===== src/rtl/fetch_unit_pkg.sv =====
`default_nettype none
// ============================================================================
// Module  : fetch_unit_pkg
// Brief   : Shared types and constants for the instruction fetch stage:
//           FSM state encoding, instruction field positions, PC defaults.
// Revision: 1.0 - initial release
// ============================================================================
package fetch_unit_pkg;

  typedef enum logic [0:0] {
    ST_IDLE = 1'b0,
    ST_WAIT = 1'b1
  } fetch_state_t;

  // Instruction field positions within the 16-bit IR
  localparam int OPCODE_MSB = 15;
  localparam int OPCODE_LSB = 8;
  localparam int IMM_MSB    = 7;
  localparam int IMM_LSB    = 0;

  // Default PC behaviour: 16-bit instructions, byte addressed
  localparam logic [15:0] DEF_RESET_PC = 16'h0000;
  localparam logic [15:0] DEF_PC_STEP  = 16'd2;

endpackage : fetch_unit_pkg
`default_nettype wire


===== src/rtl/fetch_pc_reg.sv =====
`default_nettype none
// ============================================================================
// Module  : fetch_pc_reg
// Brief   : Program counter with +PC_STEP incrementer, redirect alignment
//           check and a single pending-redirect slot used while a fetch is
//           outstanding.
// Revision: 1.0 - initial release
// ============================================================================
module fetch_pc_reg
  import fetch_unit_pkg::*;
#(
  parameter logic [15:0] RESET_PC = DEF_RESET_PC,
  parameter logic [15:0] PC_STEP  = DEF_PC_STEP
) (
  input  logic        clock,
  input  logic        reset,
  input  logic        i_in_wait,      // FSM is in WAIT
  input  logic        i_ack,          // memory ack this cycle
  input  logic        i_pc_load,
  input  logic [15:0] i_pc_target,
  output logic [15:0] o_pc,
  output logic [15:0] o_fetch_pc,     // address to use for a fetch started now
  output logic        o_misalign_rej, // strobe: redirect rejected for bit 0
  output logic        o_redirect      // at ack: a redirect overrides the data
);

  logic        r_pend_vld;
  logic [15:0] r_pend_pc;
  logic [15:0] r_pc;
  logic        w_aligned_load;
  logic [15:0] w_redirect_pc;

  assign o_misalign_rej = i_pc_load & i_pc_target[0];
  assign w_aligned_load = i_pc_load & ~i_pc_target[0];

  // A fetch issued in the same cycle as a redirect uses the new target
  assign o_fetch_pc    = w_aligned_load ? i_pc_target : r_pc;

  // A redirect coincident with ack counts as pending; the newest target wins
  assign o_redirect    = r_pend_vld | w_aligned_load;
  assign w_redirect_pc = w_aligned_load ? i_pc_target : r_pend_pc;

  assign o_pc = r_pc;

  // PC and pending-redirect update
  always_ff @(posedge clock) begin
    if (reset) begin
      r_pc       <= RESET_PC;
      r_pend_vld <= 1'b0;
      r_pend_pc  <= RESET_PC;
    end else if (!i_in_wait) begin
      r_pend_vld <= 1'b0;
      if (w_aligned_load) begin
        r_pc <= i_pc_target;
      end
    end else if (i_ack) begin
      r_pend_vld <= 1'b0;
      if (o_redirect) begin
        r_pc <= w_redirect_pc;
      end else begin
        r_pc <= r_pc + PC_STEP;  // wraps modulo 2^16
      end
    end else if (w_aligned_load) begin
      r_pend_vld <= 1'b1;
      r_pend_pc  <= i_pc_target;
    end
  end

endmodule : fetch_pc_reg
`default_nettype wire


===== src/rtl/fetch_unit.sv =====
`default_nettype none
// ============================================================================
// Module  : fetch_unit
// Brief   : Instruction fetch stage. Issues req/ack word reads to instruction
//           memory, latches the returned instruction into IR, and splits it
//           into opcode and immediate. Accepts PC redirects from control.
// Revision: 1.0 - initial release
// ============================================================================
module fetch_unit
  import fetch_unit_pkg::*;
#(
  parameter logic [15:0] RESET_PC = DEF_RESET_PC,
  parameter logic [15:0] PC_STEP  = DEF_PC_STEP
) (
  input  logic        clock,
  input  logic        reset,
  input  logic        fetch_en,
  input  logic        pc_load,
  input  logic [15:0] pc_target,
  output logic        imem_req,
  output logic [15:0] imem_addr,
  input  logic        imem_ack,
  input  logic [15:0] imem_rdata,
  output logic        instr_valid,
  output logic [7:0]  opcode,
  output logic [7:0]  immediate,
  output logic [15:0] pc,
  output logic        busy,
  output logic        misaligned
);

  fetch_state_t r_state;
  fetch_state_t w_state_nxt;

  logic        r_req;
  logic [15:0] r_addr;
  logic [15:0] r_ir;
  logic        r_valid;
  logic        r_misaligned;

  logic        w_req_nxt;
  logic [15:0] w_addr_nxt;
  logic [15:0] w_ir_nxt;
  logic        w_valid_nxt;

  logic [15:0] w_fetch_pc;
  logic        w_misalign_rej;
  logic        w_redirect;
  logic        w_aligned_load;
  logic        w_start;

  fetch_pc_reg #(
    .RESET_PC (RESET_PC),
    .PC_STEP  (PC_STEP)
  ) u_pc_reg (
    .clock          (clock),
    .reset          (reset),
    .i_in_wait      (r_state == ST_WAIT),
    .i_ack          (imem_ack),
    .i_pc_load      (pc_load),
    .i_pc_target    (pc_target),
    .o_pc           (pc),
    .o_fetch_pc     (w_fetch_pc),
    .o_misalign_rej (w_misalign_rej),
    .o_redirect     (w_redirect)
  );

  // A misaligned redirect suppresses fetch_en for that cycle
  assign w_aligned_load = pc_load & ~w_misalign_rej;
  assign w_start        = fetch_en & ~w_misalign_rej;

  // State register
  always_ff @(posedge clock) begin
    if (reset) begin
      r_state <= ST_IDLE;
    end else begin
      r_state <= w_state_nxt;
    end
  end

  // Next-state decode
  always_comb begin
    w_state_nxt = r_state;
    case (r_state)
      ST_IDLE: if (w_start)  w_state_nxt = ST_WAIT;
      ST_WAIT: if (imem_ack) w_state_nxt = ST_IDLE;
      default: w_state_nxt = ST_IDLE;
    endcase
  end

  // Output decode: next values for the registered handshake and IR outputs
  always_comb begin
    w_req_nxt   = r_req;
    w_addr_nxt  = r_addr;
    w_ir_nxt    = r_ir;
    w_valid_nxt = r_valid;
    case (r_state)
      ST_IDLE: begin
        if (w_aligned_load) begin
          w_valid_nxt = 1'b0;
        end
        if (w_start) begin
          w_req_nxt   = 1'b1;
          w_addr_nxt  = w_fetch_pc;
          w_valid_nxt = 1'b0;
        end
      end
      ST_WAIT: begin
        if (imem_ack) begin
          w_req_nxt = 1'b0;
          if (!w_redirect) begin
            w_ir_nxt    = imem_rdata;
            w_valid_nxt = 1'b1;
          end
        end
      end
      default: begin
        w_req_nxt = 1'b0;
      end
    endcase
  end

  // Output registers; misaligned is sticky until reset
  always_ff @(posedge clock) begin
    if (reset) begin
      r_req        <= 1'b0;
      r_addr       <= RESET_PC;
      r_ir         <= 16'h0000;
      r_valid      <= 1'b0;
      r_misaligned <= 1'b0;
    end else begin
      r_req        <= w_req_nxt;
      r_addr       <= w_addr_nxt;
      r_ir         <= w_ir_nxt;
      r_valid      <= w_valid_nxt;
      r_misaligned <= r_misaligned | w_misalign_rej;
    end
  end

  assign imem_req    = r_req;
  assign imem_addr   = r_addr;
  assign instr_valid = r_valid;
  assign opcode      = r_ir[OPCODE_MSB:OPCODE_LSB];
  assign immediate   = r_ir[IMM_MSB:IMM_LSB];
  assign busy        = (r_state == ST_WAIT);
  assign misaligned  = r_misaligned;

endmodule : fetch_unit
`default_nettype wire


===== config.mk =====
export PLATFORM = sky130hd
export DESIGN_NAME = fetch_unit
export DESIGN_NICKNAME = d
export VERILOG_FILES = /design/src/rtl/fetch_unit_pkg.sv /design/src/rtl/fetch_pc_reg.sv /design/src/rtl/fetch_unit.sv
export SDC_FILE = /design/constraint.sdc
export NUM_CORES = 1
export LEC_CHECK = 0
export CORE_ASPECT_RATIO = 0.9
export CORE_MARGIN = 2
export CORE_UTILIZATION = 30
export CTS_BUF_LIST = sky130_fd_sc_hd__clkbuf_8
export DETAILED_ROUTE_END_ITERATION = 6
export DONT_BUFFER_PORTS = 1
export PLACE_DENSITY = 0.44
export REMOVE_ABC_BUFFERS = 1
export SYNTH_ARGS = -nofsm -noshare
export SYNTH_HDL_FRONTEND = slang
export SYNTH_SLANG_ARGS = --single-unit

===== constraint.sdc =====
create_clock -name clock -period 1.9 [get_ports clock]
set_clock_uncertainty 0.05 [all_clocks]
set_input_delay 0.38 -clock clock [delete_from_list [all_inputs] [get_ports clock]]
set_output_delay 0.38 -clock clock [all_outputs]
set_load 0.01 [all_outputs]

==> results of run 1 <==
-- flip-flops by register name, summed over array words and instances, names as in the netlist --
name / flops
busy: 1
misaligned: 1
u_pc_reg.o_pc: 16
r_ir: 16
u_pc_reg.r_pend_vld: 1
u_pc_reg.r_pend_pc: 16
imem_addr: 16
instr_valid: 1
imem_req: 1
-- final cells by class --
class                   instances  share of cell area
inverters                       8            0.008003
well taps                     133             0.04435
multi-input cells             309              0.4475
repair buffers                 31             0.06869
clock inverters                 7             0.03034
flip-flops and latches         69              0.3681
clock buffers                   9             0.03301
-- worst max-delay path, stage by stage (launching register included) --
cell and delay, ns:
dfxtp_1 0.50, ha_1 0.35, nand2_2 0.16, o31a_1 0.26, o21ai_1 0.16, a211oi_2 0.09
-- cell usage after synthesis (4+ instances only) --
cell type / number / area, sq um
a31oi_1: 4 / 25.02
a311oi_1: 11 / 96.34
buf_2: 13 / 65.06
o21ai_1: 8 / 40.04
dfxtp_1: 69 / 1381
nand3_1: 7 / 35.03
nor2_1: 29 / 108.9
nand2_1: 101 / 379.1
clkbuf_1: 11 / 41.29
nor3_1: 8 / 40.04
inv_1: 7 / 26.28
and3_1: 5 / 31.28
a21oi_1: 56 / 280.3
nand4_1: 4 / 25.02
a211oi_1: 7 / 52.55
o21ai_0: 12 / 60.06
buf_4: 5 / 37.54
-- cell usage in the layout (no fill, tap or decap), types with 3 or more instances in the layout --
master,n
o21ai_1,8
inv_1,7
clkinv_2,3
nand4_1,4
nand3_1,7
o21ai_0,12
nand3b_1,3
a21oi_1,56
nand2_1,101
a31oi_1,4
dfxtp_1,69
nor3_1,8
buf_4,29
nand2b_1,3
a22oi_1,3
and2_1,3
and3b_1,3
nor2_1,29
a311oi_2,3
and3_1,5
a211oi_1,7
bufinv_16,3
clkbuf_8,9
a311oi_1,11
-- final timing paths --
path,from,endpoint,depth (start not counted)
setup / recovery,u_pc_reg.o_pc[2]$_SDFFE_PP0N_,u_pc_reg.o_pc[15]$_SDFFE_PP0N_,5
setup reg to reg,u_pc_reg.o_pc[2]$_SDFFE_PP0N_,u_pc_reg.o_pc[15]$_SDFFE_PP0N_,5
hold reg to reg,u_pc_reg.r_pend_pc[3]$_SDFFE_PP0P_,u_pc_reg.r_pend_pc[3]$_SDFFE_PP0P_,2
hold / removal,reset,misaligned$_SDFF_PP0_,1
-- report_power, final --
| part | internal [W] | switching (W) | total (W) | leakage (nW) |
|---|---|---|---|---|
| registers | 0.00151 | 0.0000779 | 0.00159 | 0.562 |
| logic | 0.000150 | 0.000220 | 0.000370 | 0.628 |
| clock network | 0.000867 | 0.000600 | 0.00147 | 0.123 |
-- per-stage QoR --
step,cell area (sq um),power (W),hold WS [ns]
5_1_grt,3752,0.003582,0.01373
4_1_cts,3752,0.003471,0.01895
6_report,3752,0.003427,0.03627
3_3_place_gp,3515,0.001993,0.3879
2_1_floorplan,3090,0.001846,0.3760
3_5_place_dp,3515,0.001994,0.3890
-- cell families after synthesis --
| family | after synthesis |
|---|---|
| flops | 69 |
| fa+ha+maj | 1 |
| xor+xnor | 1 |
| buf+inv | 39 |
| simple gates | 179 |
| compound gates | 126 |
| mux | 2 |
-- per-layer routing --
metal	global-route usage	wire, um	vias to the layer above	part of all wire
met5	0	0	-	0
met2	0.2649	4702	93	0.45
met4	0.07786	162	0	0.015
li1	-	-	1506	-
met3	0.04703	807	13	0.077
met1	0.2439	4785	1452	0.46
==> run_results.csv, run 1 <==
group,metric,value,unit
timing,setup_viol,0,
hold_path,min_path_type,"in -> reg",
placement,gp_congestion,0.8722,
power_and_ir_drop,leakagePower,1.313,nW
cells_and_area,ff_latch_area,1381,sq um
yosys,synth_top_family_by_area,"simple AND/OR/NAND/NOR gates",
timing,finalHoldViolCount,0,
setup_path,start_kind,"flip-flop",
setup_path,reg2reg_slack,0.19,ns
placement,dp_hpwl,7373,um
drt,vias,3064,
clock_tree,clock_sinks,69,
power_and_ir_drop,ir_drop,0.4052,mV
cells_and_area,fin_util,0.3515,
clock_tree,htreeDepth,3,
yosys,synth_cell_types,58,
outcome,status,"finished clean",
die,die_area,11690,sq um
yosys,synth_edf_count,0,
yosys,synth_seq_cells,69,
cells_and_area,synthToLayoutAreaGrowth,15.43,%
placement,place_inst,550,
die,die_width,113.7,um
yosys,synth_compound_area_frac,0.2510,
setup_path,arrival,1.88,ns
drt,ant_nets,0,
drt,routed_via_density,5.413,
die,core-area,10680,sq um
die,die_h,102.8,um
timing,max_freq,0.5855,GHz
timing,finalMaxSlewViolations,0,
timing,worst_pin_slew,0.4303,ns
grt,antenna_found_initial,0,
cells_and_area,diodes,0,
yosys,synthAdderAreaFrac,0.003849,
timing,rsz0062_at_grt,"false",
placement,numPortBuffers,0,
clock_tree,cts_max_path_buffers,2,
setup_path,cp_max_fo,7,
timing,min_period_over_period,0.8989,
die,io_pins,89,
timing,fin_tns_setup,0,ns
grt,track_usage,0.1780,
timing,min_period,1.708,ns
setup_path,worstSetupPathType,"reg -> reg",
clock_tree,cts_tree,"yes",
cells_and_area,multi_input_area,1679,sq um
grt,grt_pass1_vias,2733,
clock_tree,cts_buffers,9,
power_and_ir_drop,powerDensity,913.2,nW/um^2
yosys,synth-async-reset-ratio,0,
clock_tree,ctsResizeCount,0,
clock_tree,cts_setup_buffers,0,
yosys,synthSimpleGateAreaFrac,0.2525,
clock_tree,postCtsHoldBufs,0,
clock_tree,ctsRootBufferMaster,"clkbuf_8",
timing,fin_ws,0.1921,ns
cells_and_area,nNetsFinal,466,
clock_tree,clk_pin_slew,0.08,ns
setup_path,cp_data_required_time,2.08,ns
cells_and_area,fill_cells,1142,
yosys,synth_ff_type,"dfxtp_1",
drt,drt_iter0_drc,181,
cells_and_area,finalNonFillerCells,566,
grt,grt-ovfl-total,0,
timing,slew-limit-headroom,0.7114,
yosys,synth_cells,417,
drt,drt_pass1_iterations,4,
yosys,yosysWarningCount,0,
placement,dp_slack,0.2119,ns
drt,post_drt_wl_per_cell,18.48,um
yosys,avgSynthCellArea,7.795,sq um
die,initial_core_util,0.3045,
clock_tree,clock_latency,0.36,ns
job,cap_violations,0,
grt,grt_pass1_wl,15810,um
yosys,muxShareOfSynthArea,0.006543,
grt,grt_max_degree,66,
setup_path,endpoint_kind,"flip-flop",
yosys,synth-xor-area-share,0.002694,
yosys,synth-seq-area-share,0.4249,
cells_and_area,drive_above_1_share,0.1432,
drt,wirelength,10460,um
die,row_count,36,
yosys,synth_area,3251,sq um
drt,drcViolationCount,0,
Note: power is estimated with default switching activity, not from simulation.
==> inputs of run 2 (changes only) <==
--- a/config.mk
+++ b/config.mk
@@ -11,7 +11,6 @@
 export CTS_BUF_LIST = sky130_fd_sc_hd__clkbuf_8
 export DETAILED_ROUTE_END_ITERATION = 6
 export DONT_BUFFER_PORTS = 1
-export PLACE_DENSITY = 0.44
 export REMOVE_ABC_BUFFERS = 1
 export SYNTH_ARGS = -nofsm -noshare
 export SYNTH_HDL_FRONTEND = slang
==> run 2 against run 1 <==
Effect of this change:
- fmax decreased by 0.77%
- cell area is 3.2% lower
- first-iteration DRC count rose by 30%
- clock power decreased by 25%
- critical path depth did not move
==> run_results.csv, run 2 (same netlist as run 1, synthesis figures left out) <==
group,metric,value,unit
cells_and_area,final_common_cell,"nand2_1",
power_and_ir_drop,powerDensity,835.8,nW/um^2
clock_tree,clock_latency,0.35,ns
drt,wirelength,9822,um
drt,drcViolationCount,0,
cells_and_area,fin_util,0.3402,
hold_path,min_delay_path_depth,1,
die,io_pins,89,
setup_path,start_kind,"flip-flop",
cells_and_area,layout_common_cells,"101 x nand2_1, 69 x dfxtp_1, 56 x a21oi_1, 29 x nor2_1, 26 x buf_4",
setup_path,cp_max_fo,6,
clock_tree,htreeDepth,3,
setup_path,r2r_cells,5,
drt,vias,3072,
clock_tree,clock_sinks,69,
drt,drt_pass1_iterations,5,
cells_and_area,multi_input_area,1682,sq um
grt,grt_max_degree,66,
clock_tree,cts_buffers,9,
cells_and_area,ff_latch_area,1381,sq um
clock_tree,ctsRootBufferMaster,"clkbuf_8",
clock_tree,cts_setup_buffers,0,
grt,grt_pass1_vias,2852,
grt,grt-ovfl-total,0,
timing,slew-limit-headroom,0.6127,
timing,min_period_over_period,0.9059,
setup_path,r2r-end,"u_pc_reg.o_pc[14]$_SDFFE_PP0N_",
drt,ant_nets,0,
timing,rsz0062_at_grt,"false",
die,die_area,11690,sq um
die,row_count,36,
grt,antenna_found_initial,0,
cells_and_area,drive_above_1_share,0.1332,
timing,max_freq,0.5810,GHz
timing,fin_tns_setup,0,ns
die,core-area,10680,sq um
job,cap_violations,0,
setup_path,rr_startpoint,"u_pc_reg.o_pc[2]$_SDFFE_PP0N_",
timing,finalHoldViolCount,0,
die,initial_core_util,0.3045,
setup_path,endpoint_kind,"flip-flop",
cells_and_area,fill_cells,1105,
timing,worst_pin_slew,0.5809,ns
timing,min_period,1.721,ns
grt,grt_pass1_wl,15460,um
setup_path,reg2reg_slack,0.18,ns
setup_path,arrival,1.90,ns
cells_and_area,nNetsFinal,461,
timing,setup_viol,0,
power_and_ir_drop,leakagePower,1.249,nW
die,die_width,113.7,um
timing,finalMaxSlewViolations,0,
placement,gp_congestion,0.8699,
power_and_ir_drop,power,0.003036,W
hold_path,timing.hold.worst.start,"reset",
cells_and_area,synthToLayoutAreaGrowth,11.74,%
hold_path,holdPathEnd,"r_ir[14]$_SDFFE_PP0P_",
clock_tree,clk_pin_slew,0.07,ns
setup_path,worstSetupPathType,"reg -> reg",
drt,drt_iter0_drc,235,
clock_tree,postCtsHoldBufs,0,
clock_tree,cts_tree,"yes",
die,die_h,102.8,um
cells_and_area,diodes,0,
hold_path,min_path_type,"in -> reg",
grt,track_usage,0.1693,
drt,routed_via_density,5.476,
placement,numPortBuffers,0,
clock_tree,cts_max_path_buffers,2,
setup_path,cp_data_required_time,2.08,ns
placement,dp_hpwl,6962,um
power_and_ir_drop,ir_drop,0.2675,mV
drt,post_drt_wl_per_cell,17.51,um
outcome,status,"finished clean",
-- run 2: cell types whose count changed in the layout (fill, tap and decap cells not counted), moves of 2 or more --
cell       previous run  this run
clkbuf_8              9        11
buf_12                2         0
bufinv_16             3         0
buf_4                29        26
-- run 2: layout make-up --
type,instances,area share
Clock inverter,5,0.007234
Multi-Input combinational cell,309,0.4630
Tap cell,133,0.04581
Inverter,8,0.008267
Clock buffer,11,0.04168
Timing Repair Buffer,26,0.05374
Sequential cell,69,0.3803
-- run 2: timing repair --
item | CTS | global route
resized for setup | 0 | 1
setup endpoints to repair | 0 | 1
hold endpoints to repair | 0 | 0
-- run 2: worst max-delay path by stage --
stage,from,end,slack (ns)
2_1_floorplan,busy$_SDFF_PP0_,u_pc_reg.r_pend_pc[0]$_SDFFE_PP0P_,-0.06
3_3_place_gp,pc_target[0],u_pc_reg.o_pc[10]$_SDFFE_PP0N_,0.20
3_5_place_dp,u_pc_reg.o_pc[2]$_SDFFE_PP0N_,u_pc_reg.o_pc[9]$_SDFFE_PP0N_,0.18
4_1_cts,u_pc_reg.o_pc[2]$_SDFFE_PP0N_,u_pc_reg.o_pc[9]$_SDFFE_PP0N_,0.16
5_1_grt,u_pc_reg.o_pc[2]$_SDFFE_PP0N_,u_pc_reg.o_pc[9]$_SDFFE_PP0N_,0.06
6_report,u_pc_reg.o_pc[2]$_SDFFE_PP0N_,u_pc_reg.o_pc[14]$_SDFFE_PP0N_,0.18
-- run 2: power by group --
part           internal (W)  switching (W)  leakage [nW]  total, W
registers           0.00151      0.0000790         0.562   0.00159
logic              0.000140       0.000209         0.590  0.000349
clock network      0.000533       0.000563        0.0963   0.00110
total               0.00218       0.000851          1.25   0.00304
-- run 2: per-layer routing --
layer	up-vias	global-route usage	wire length, um
met5	-	0	0
met4	0	0.06098	136
met3	11	0.06584	952
met2	92	0.2593	4530
met1	1483	0.2186	4202
li1	1486	-	-
-- run 2: through the flow --
stage	setup slack, ns	hold slack (ns)	cell area [sq um]	instances
after global routing	0.06138	0.02976	3632	561
after detailed placement	0.1783	0.3945	3452	545
final	0.1788	0.04963	3632	561
after CTS	0.1569	0.02948	3630	561
after floorplan	-0.05900	0.3760	3090	386
after global placement	0.2023	0.3872	3452	545
-- run 2: worst max-delay path, cell delays in order (launching register included) --
cell      delay (ns)
dfxtp_1         0.51
and2_1          0.33
nand2_1         0.20
o31a_1          0.32
a21oi_1         0.12
a211oi_1        0.06
